[config.mk]
export PLATFORM = sky130hd
export DESIGN_NAME = block_duty_ramp
export DESIGN_NICKNAME = d
export VERILOG_FILES = /design/src/rtl/pwm_regs_pkg.sv /design/src/rtl/duty_ramp_channel.sv /design/src/rtl/block_duty_ramp.sv
export SDC_FILE = /design/constraint.sdc
export NUM_CORES = 1
export LEC_CHECK = 0
export BUFFER_PORTS_ARGS = -buffer_cell sky130_fd_sc_hd__buf_2
export CAP_MARGIN = 20
export CORE_AREA = 3 3 120 122
export DETAILED_ROUTE_END_ITERATION = 10
export DIE_AREA = 0 0 123 125
export PLACE_DENSITY = 0.67
export SYNTH_ARGS = -nofsm -noshare
export SYNTH_HDL_FRONTEND = slang
export SYNTH_SLANG_ARGS = --single-unit
[constraint.sdc]
create_clock -name clk -period 0.8 [get_ports clk]
set_input_delay 0.12 -clock clk [delete_from_list [all_inputs] [get_ports clk]]
set_output_delay 0.12 -clock clk [all_outputs]
set_load 0.02 [all_outputs]
[src/rtl/pwm_regs_pkg.sv]
// Shared register-map constants for the PWM register bank.
// Used by block_duty_ramp and duty_ramp_channel.
package pwm_regs_pkg;

    localparam logic [7:0] ADDR_OE      = 8'h00;
    localparam logic [7:0] ADDR_CH_BASE = 8'h01;
    localparam logic [7:0] ADDR_ALL_OFF = 8'hFF;

    localparam int DW_DEFAULT = 8;

endpackage

[src/rtl/duty_ramp_channel.sv]
// One PWM channel: target register plus live duty that slews toward it.
// Slew logic is present only when DUTY_RAMP_EN is defined.
module duty_ramp_channel
    import pwm_regs_pkg::*;
#(
    parameter int DW   = DW_DEFAULT,
    parameter int STEP = 1
) (
    input  logic          clk,
    input  logic          rst_n,
    input  logic          tick,
    input  logic          load_en,
    input  logic [DW-1:0] load_val,
    input  logic          clear,
    output logic [DW-1:0] cur,
    output logic          at_target
);

    logic [DW-1:0] tgt_q, tgt_d;
    logic [DW-1:0] cur_q, cur_d;

`ifdef DUTY_RAMP_EN
    localparam logic [DW:0] STEP_W = (DW+1)'(STEP);

    logic [DW:0] up_s;
    logic [DW:0] dn_s;

    // Next target and clamped one-step slew of the live duty
    always_comb begin
        tgt_d = tgt_q;
        cur_d = cur_q;
        up_s  = {1'b0, cur_q} + STEP_W;
        dn_s  = {1'b0, cur_q} - STEP_W;
        if (tick) begin
            if (cur_q < tgt_q) begin
                cur_d = (up_s > {1'b0, tgt_q}) ? tgt_q : up_s[DW-1:0];
            end else if (cur_q > tgt_q) begin
                cur_d = (dn_s[DW] || (dn_s < {1'b0, tgt_q}))
                      ? tgt_q : dn_s[DW-1:0];
            end
        end
        if (load_en) begin
            tgt_d = load_val;
        end
        if (clear) begin
            tgt_d = '0;
            cur_d = '0;
        end
    end
`else
    logic [31:0] unused_cfg;
    assign unused_cfg = 32'(STEP) ^ {31'd0, tick};

    // Next target; live duty copies the target one cycle later
    always_comb begin
        tgt_d = tgt_q;
        cur_d = tgt_q;
        if (load_en) begin
            tgt_d = load_val;
        end
        if (clear) begin
            tgt_d = '0;
            cur_d = '0;
        end
    end
`endif

    // Channel state registers
    always_ff @(posedge clk or negedge rst_n) begin
        if (!rst_n) begin
            tgt_q <= '0;
            cur_q <= '0;
        end else begin
            tgt_q <= tgt_d;
            cur_q <= cur_d;
        end
    end

    assign cur       = cur_q;
    assign at_target = (cur_q == tgt_q);

endmodule

[src/rtl/block_duty_ramp.sv]
// Register bank: decodes SPI writes into channel duties and D8 enable.
// Define DUTY_RAMP_EN to enable the prescaled duty slew.
module block_duty_ramp
    import pwm_regs_pkg::*;
#(
    parameter int NUM_CH   = 7,
    parameter int DW       = DW_DEFAULT,
    parameter int RAMP_DIV = 1000,
    parameter int STEP     = 1
) (
    input  logic                 clk,
    input  logic                 rst_n,
    input  logic                 data_ready,
    input  logic [7:0]           address,
    input  logic [DW-1:0]        data,
    output logic [NUM_CH*DW-1:0] duty_out,
    output logic                 d8_oe,
    output logic                 busy
);

    logic [NUM_CH-1:0] wr_ch;
    logic [NUM_CH-1:0] at_tgt;
    logic [DW-1:0]     cur [NUM_CH];
    logic              wr_oe;
    logic              wr_off;
    logic              tick;
    logic              d8_oe_q, d8_oe_d;

    // Address decode and next output-enable value
    always_comb begin
        wr_oe  = data_ready && (address == ADDR_OE);
        wr_off = data_ready && (address == ADDR_ALL_OFF);
        for (int i = 0; i < NUM_CH; i++) begin
            wr_ch[i] = data_ready && (address == ADDR_CH_BASE + 8'(i));
        end
        d8_oe_d = wr_oe ? ~data[0] : d8_oe_q;
    end

    // Output-enable register
    always_ff @(posedge clk or negedge rst_n) begin
        if (!rst_n) begin
            d8_oe_q <= 1'b0;
        end else begin
            d8_oe_q <= d8_oe_d;
        end
    end

    assign d8_oe = d8_oe_q;

    genvar g;
    for (g = 0; g < NUM_CH; g++) begin : g_ch
        duty_ramp_channel #(
            .DW   (DW),
            .STEP (STEP)
        ) u_ch (
            .clk       (clk),
            .rst_n     (rst_n),
            .tick      (tick),
            .load_en   (wr_ch[g]),
            .load_val  (data),
            .clear     (wr_off),
            .cur       (cur[g]),
            .at_target (at_tgt[g])
        );
        assign duty_out[g*DW +: DW] = cur[g];
    end

`ifdef DUTY_RAMP_EN
    localparam int PW = (RAMP_DIV > 1) ? $clog2(RAMP_DIV) : 1;

    logic [PW-1:0] psc_q, psc_d;

    // Free-running prescaler; tick on the last count
    always_comb begin
        tick  = (psc_q == PW'(RAMP_DIV - 1));
        psc_d = tick ? '0 : psc_q + PW'(1);
    end

    // Prescaler register
    always_ff @(posedge clk or negedge rst_n) begin
        if (!rst_n) begin
            psc_q <= '0;
        end else begin
            psc_q <= psc_d;
        end
    end

    assign busy = ~&at_tgt;
`else
    logic [31:0] unused_div;
    assign unused_div = 32'(RAMP_DIV) ^ {{(32-1){1'b0}}, &at_tgt};

    assign tick = 1'b0;
    assign busy = 1'b0;
`endif

endmodule
* After elaboration in Yosys (flattened, before gate mapping) *
Index checks and enable logic that the tools add are counted.

operators by class
  equality and inequality tests = 8
  multiplexer cells = 21
  bitwise logic cells = 1
  reduce and logical (&&, ||, !) cells = 17

operators with widths
  kind                number
  $mux 8              21
  $eq 8x3->1 const B  4
  $eq 8x2->1 const B  2
  $reduce_bool 2->1   7
  $logic_and 1x1->1   9
  $eq 8x1->1 const B  1
  $eq 8x8->1 const B  1
  $logic_not 8->1     1
  $not 1->1           1

word-level totals
  register bits = 113
  bits of input ports = 19
  output and inout port bits = 58
  word-level logic and storage cells = 62

* Logic depth before layout (Yosys ltp) *
  depth after elaboration = 4
  depth in mapped cells = 6
  mapped depth without buffers = 3

* Hierarchy *
Synthesis repeated with hierarchy kept, for this count alone.

second synthesis, totals
  cell total of the unflattened synthesis = 396
  area total of the unflattened synthesis = 5,033.6 um^2

modules (own cells, without submodules)
  module             instances  cells an instance  area an instance (um^2)  sequential area each (um^2)
  duty_ramp_channel  7          53                 694.4                    400.4
  block_duty_ramp    1          25                 172.7                    25.0

* Least setup slack after synthesis *
No wires, ideal clock.

  path type = in2reg
  start point = input address[3]
  end point = register d8_oe_q (netlist: d8_oe)
  library setup time = 0.131 ns
  data arrival time = 1.259 ns
  data required time = 0.669 ns
  setup slack = -0.590 ns
  stages on the path = 6
  buffers on the path = 3
  cell sequence = or3_1 -> clkbuf_1 -> buf_2 -> buf_2 -> o31ai_4 -> o41ai_2

on the way
  cells in the longest elaborated chain, start to end = 2

ends and longest elaborated chain
  element                 line                   source
  start: declaration      block_duty_ramp.sv:14  input logic [7:0] address,
  $logic_not 8->1         block_duty_ramp.sv:31  wr_oe = data_ready && (address == ADDR_OE);
  $logic_and 1x1->1       block_duty_ramp.sv:31
  end signal: assignment  block_duty_ramp.sv:44  d8_oe_q <= d8_oe_d;
  end: declaration        block_duty_ramp.sv:27  logic d8_oe_q, d8_oe_d;

No other way between the ends.
A chain may end at the register's enable or synchronous reset.

* Worst setup path in the final report *
  start point = input address[7]
  end point = register g_ch[1].u_ch.tgt_q[3]

on the way
  cells in the longest elaborated chain, start to end = 3
  elaborated cells on any way between the ends = 6
  those cells by class = 2 x eq/ne; 1 x mux; 3 x reduce/logical

ends and longest elaborated chain
  element                                      line                                          source
  $eq 8x8->1 or $eq 8x2->1 (tied branches)     block_duty_ramp.sv:32, block_duty_ramp.sv:34
  $logic_and 1x1->1 (on tied branches)         block_duty_ramp.sv:32, block_duty_ramp.sv:34
  $mux 8 or $reduce_bool 2->1 (tied branches)  n/a
  end signal: assignment                       duty_ramp_channel.sv:74                       tgt_q <= tgt_d;
  end: declaration                             duty_ramp_channel.sv:19                       logic [DW-1:0] tgt_q, tgt_d;

Parallel ways exist; a longest one is shown, timed or not.

==> qor.yml <==
status: "finished with violations"
violations: "negative setup slack"
place.gp.congestion: 0.7830
fillers: 863
instances_no_fill: 737
start_kind: "primary input"
synth_cell_types: 28
multiInputGateArea_sq_um: 2723
cts_sinks: 113
grt.overflow.total: 0
ios: 77
layout_commonest_cell: "dfrtp_1"
cts_buffers: 17
cts_tree: "yes"
dieArea_sq_um: 15380
yosys_warnings: 0
coreArea_sq_um: 13300
grt_first_pass_wirelength_um: 27900
synth_top_cell_by_area: "dfrtp_1"
dr_total_vias: 4594
grt_pass1_vias: 4757
fin_crit_ns: 1.253
layout_setup_ws_ns: -0.4528
max_slew_margin: 0.6654
cap_viol_max_count: 0
clk_pin_slew_worst_paths_ns: 0.06
dr.first_iter.drc_count: 469
r2r_cells: 3
holdPathStages: 3
wl_um: 20750
ant_nets: 0
insertion_delay_ns: 0.42
clock.fmax_mhz: 798.2
critPathRequiredTime_ns: 1.13
final_nets: 567
final.period_utilization: 1.566
viasPerCell: 6.233
pwr_density_cell_nw_per_um2: 1893
dp.cells: 648
floorplan.rows: 42
hold_viol: 0
root_buffer: "clkbuf_16"
drive_above_1_share: 0.5900
tns_ns: -38.90
antenna_found_initial: 0
ys_ff_latch: 113
maxSlewViolCount: 0
peakVddDrop_v: 0.001554
n_antenna_cell: 0
critPathMaxFanout: 6
die_y_um: 125
finalSetupViolCount: 170
final_cell_mix: "dfrtp_1, buf_6, nand4_1"
crit_type: "in2reg"
pre_cts_ws_ns: -0.7218
regArea_sq_um: 2828
syn2layout_area_growth_pct: 87.48
avgSynthCellArea_sq_um: 11.33
cp.arrival_ns: 1.58
seq_area_frac_synth: 0.6100
synth_area_sq_um: 4636
post-route-drc-count: 0
die_x_um: 123
p_leak_nw: 3.627
dpl.hpwl_um: 7362
holdWs_ns: 0.06800
synthCells: 409
dr.pass1.iters: 5
tightest_slew_ns: 0.5019
initial_utilization: 0.3487
finClkSkew_ns: 0.007213
rsz0062_at_grt: "yes"
total_power_mw: 16.45
yosysTopAreaCellShare: 0.6100
grt_max_degree: 39
min_path_type: "in2reg"
synth_fp_nets: 428
globalRouteTotalUtil: 0.2399
io_buffers: 75
htree_levels: 4
clockBufferDepth: 2
wl_per_cell_um: 28.15
critPathCaptureType: "flip-flop"
synthTopCellsByArea: "dfrtp_1, o31ai_1, nor2b_1"
## cells in the mapped netlist
library cell,number
nand4bb_1,1
nor4b_2,1
o41ai_2,1
nand2b_1,2
nor3_1,1
or2_2,1
conb_1,1
and2_0,1
or4b_1,1
buf_2,11
a21oi_1,56
or3_1,1
o31ai_2,2
o31ai_4,1
nor2b_1,58
clkbuf_1,33
nand4_1,57
nor3_2,1
buf_6,2
buf_4,1
nand3_1,1
dfrtp_1,113
o31ai_1,54
nor2_1,1
clkbuf_2,1
nand2_2,1
nor4bb_1,1
buf_1,4
## sequential cells by signal, summed over array words and instances, names as in the netlist
signal,flops
d8_oe,1
g_ch.u_ch.tgt_q,56
g_ch.u_ch.cur,56
## final timing paths
| kind | to | start | slack (ns) |
|---|---|---|---|
| max | g_ch[1].u_ch.tgt_q[3] | address[7] | -0.45 |
| min | g_ch[3].u_ch.tgt_q[7] | data[7] | 0.07 |
| max reg2reg | d8_oe | d8_oe | -0.07 |
| max in group asynchronous | g_ch[3].u_ch.cur[3] | rst_n | 0.17 |
| min reg2reg | g_ch[0].u_ch.cur[3] | g_ch[0].u_ch.tgt_q[3] | 0.53 |
| min in group asynchronous | g_ch[6].u_ch.tgt_q[2] | rst_n | 0.13 |
## cell families after synthesis
family	synth area share
other cells	0.0008089
simple gates	0.1784
flops	0.6100
compound gates	0.1614
buf+inv	0.04939
## timing repair
action,4_1_cts,5_1_grt
resized for setup,260,116
gates cloned,25,9
endpoints found under the hold margin,113,0
buffers inserted,28,6
pin swaps,70,71
hold buffers,1,0
endpoints found under the setup margin,114,170
## critical path, stage by stage
cell     delay (ns)
buf_8          0.11
buf_6          0.13
buf_6          0.12
nor4b_4        0.35
buf_4          0.23
buf_16         0.13
nand4_1        0.15
a21oi_1        0.23
## routing by layer
metal,global-route usage,part of all wire,up-vias
li1,-,-,1809
met1,0.2965,0.35,2272
met2,0.3840,0.48,367
met3,0.06143,0.091,146
met4,0.1277,0.076,0
met5,0,0,-
## layout make-up
cell class                 instances  area share
multi-input combinational        247      0.3133
clock buffer                      17     0.04895
clock inverter                    15     0.02131
sequential                       113      0.3254
tap                              176     0.02534
timing repair buffer             169      0.2658
## power breakdown
part	internal (mW)	total, mW	switching, mW	leakage (nW)
combinational	1.02	2.25	1.23	1.77
sequential	5.98	6.21	0.228	1.56
clock	4.93	7.98	3.05	0.294
## through the flow
step,utilization,area [sq um]
6_report,0.6537,8691
5_1_grt,0.6537,8691
4_1_cts,0.6107,8119
3_5_place_dp,0.4141,5505
3_3_place_gp,0.4141,5505
2_1_floorplan,-,4775
(Power assumes the default switching activity.)
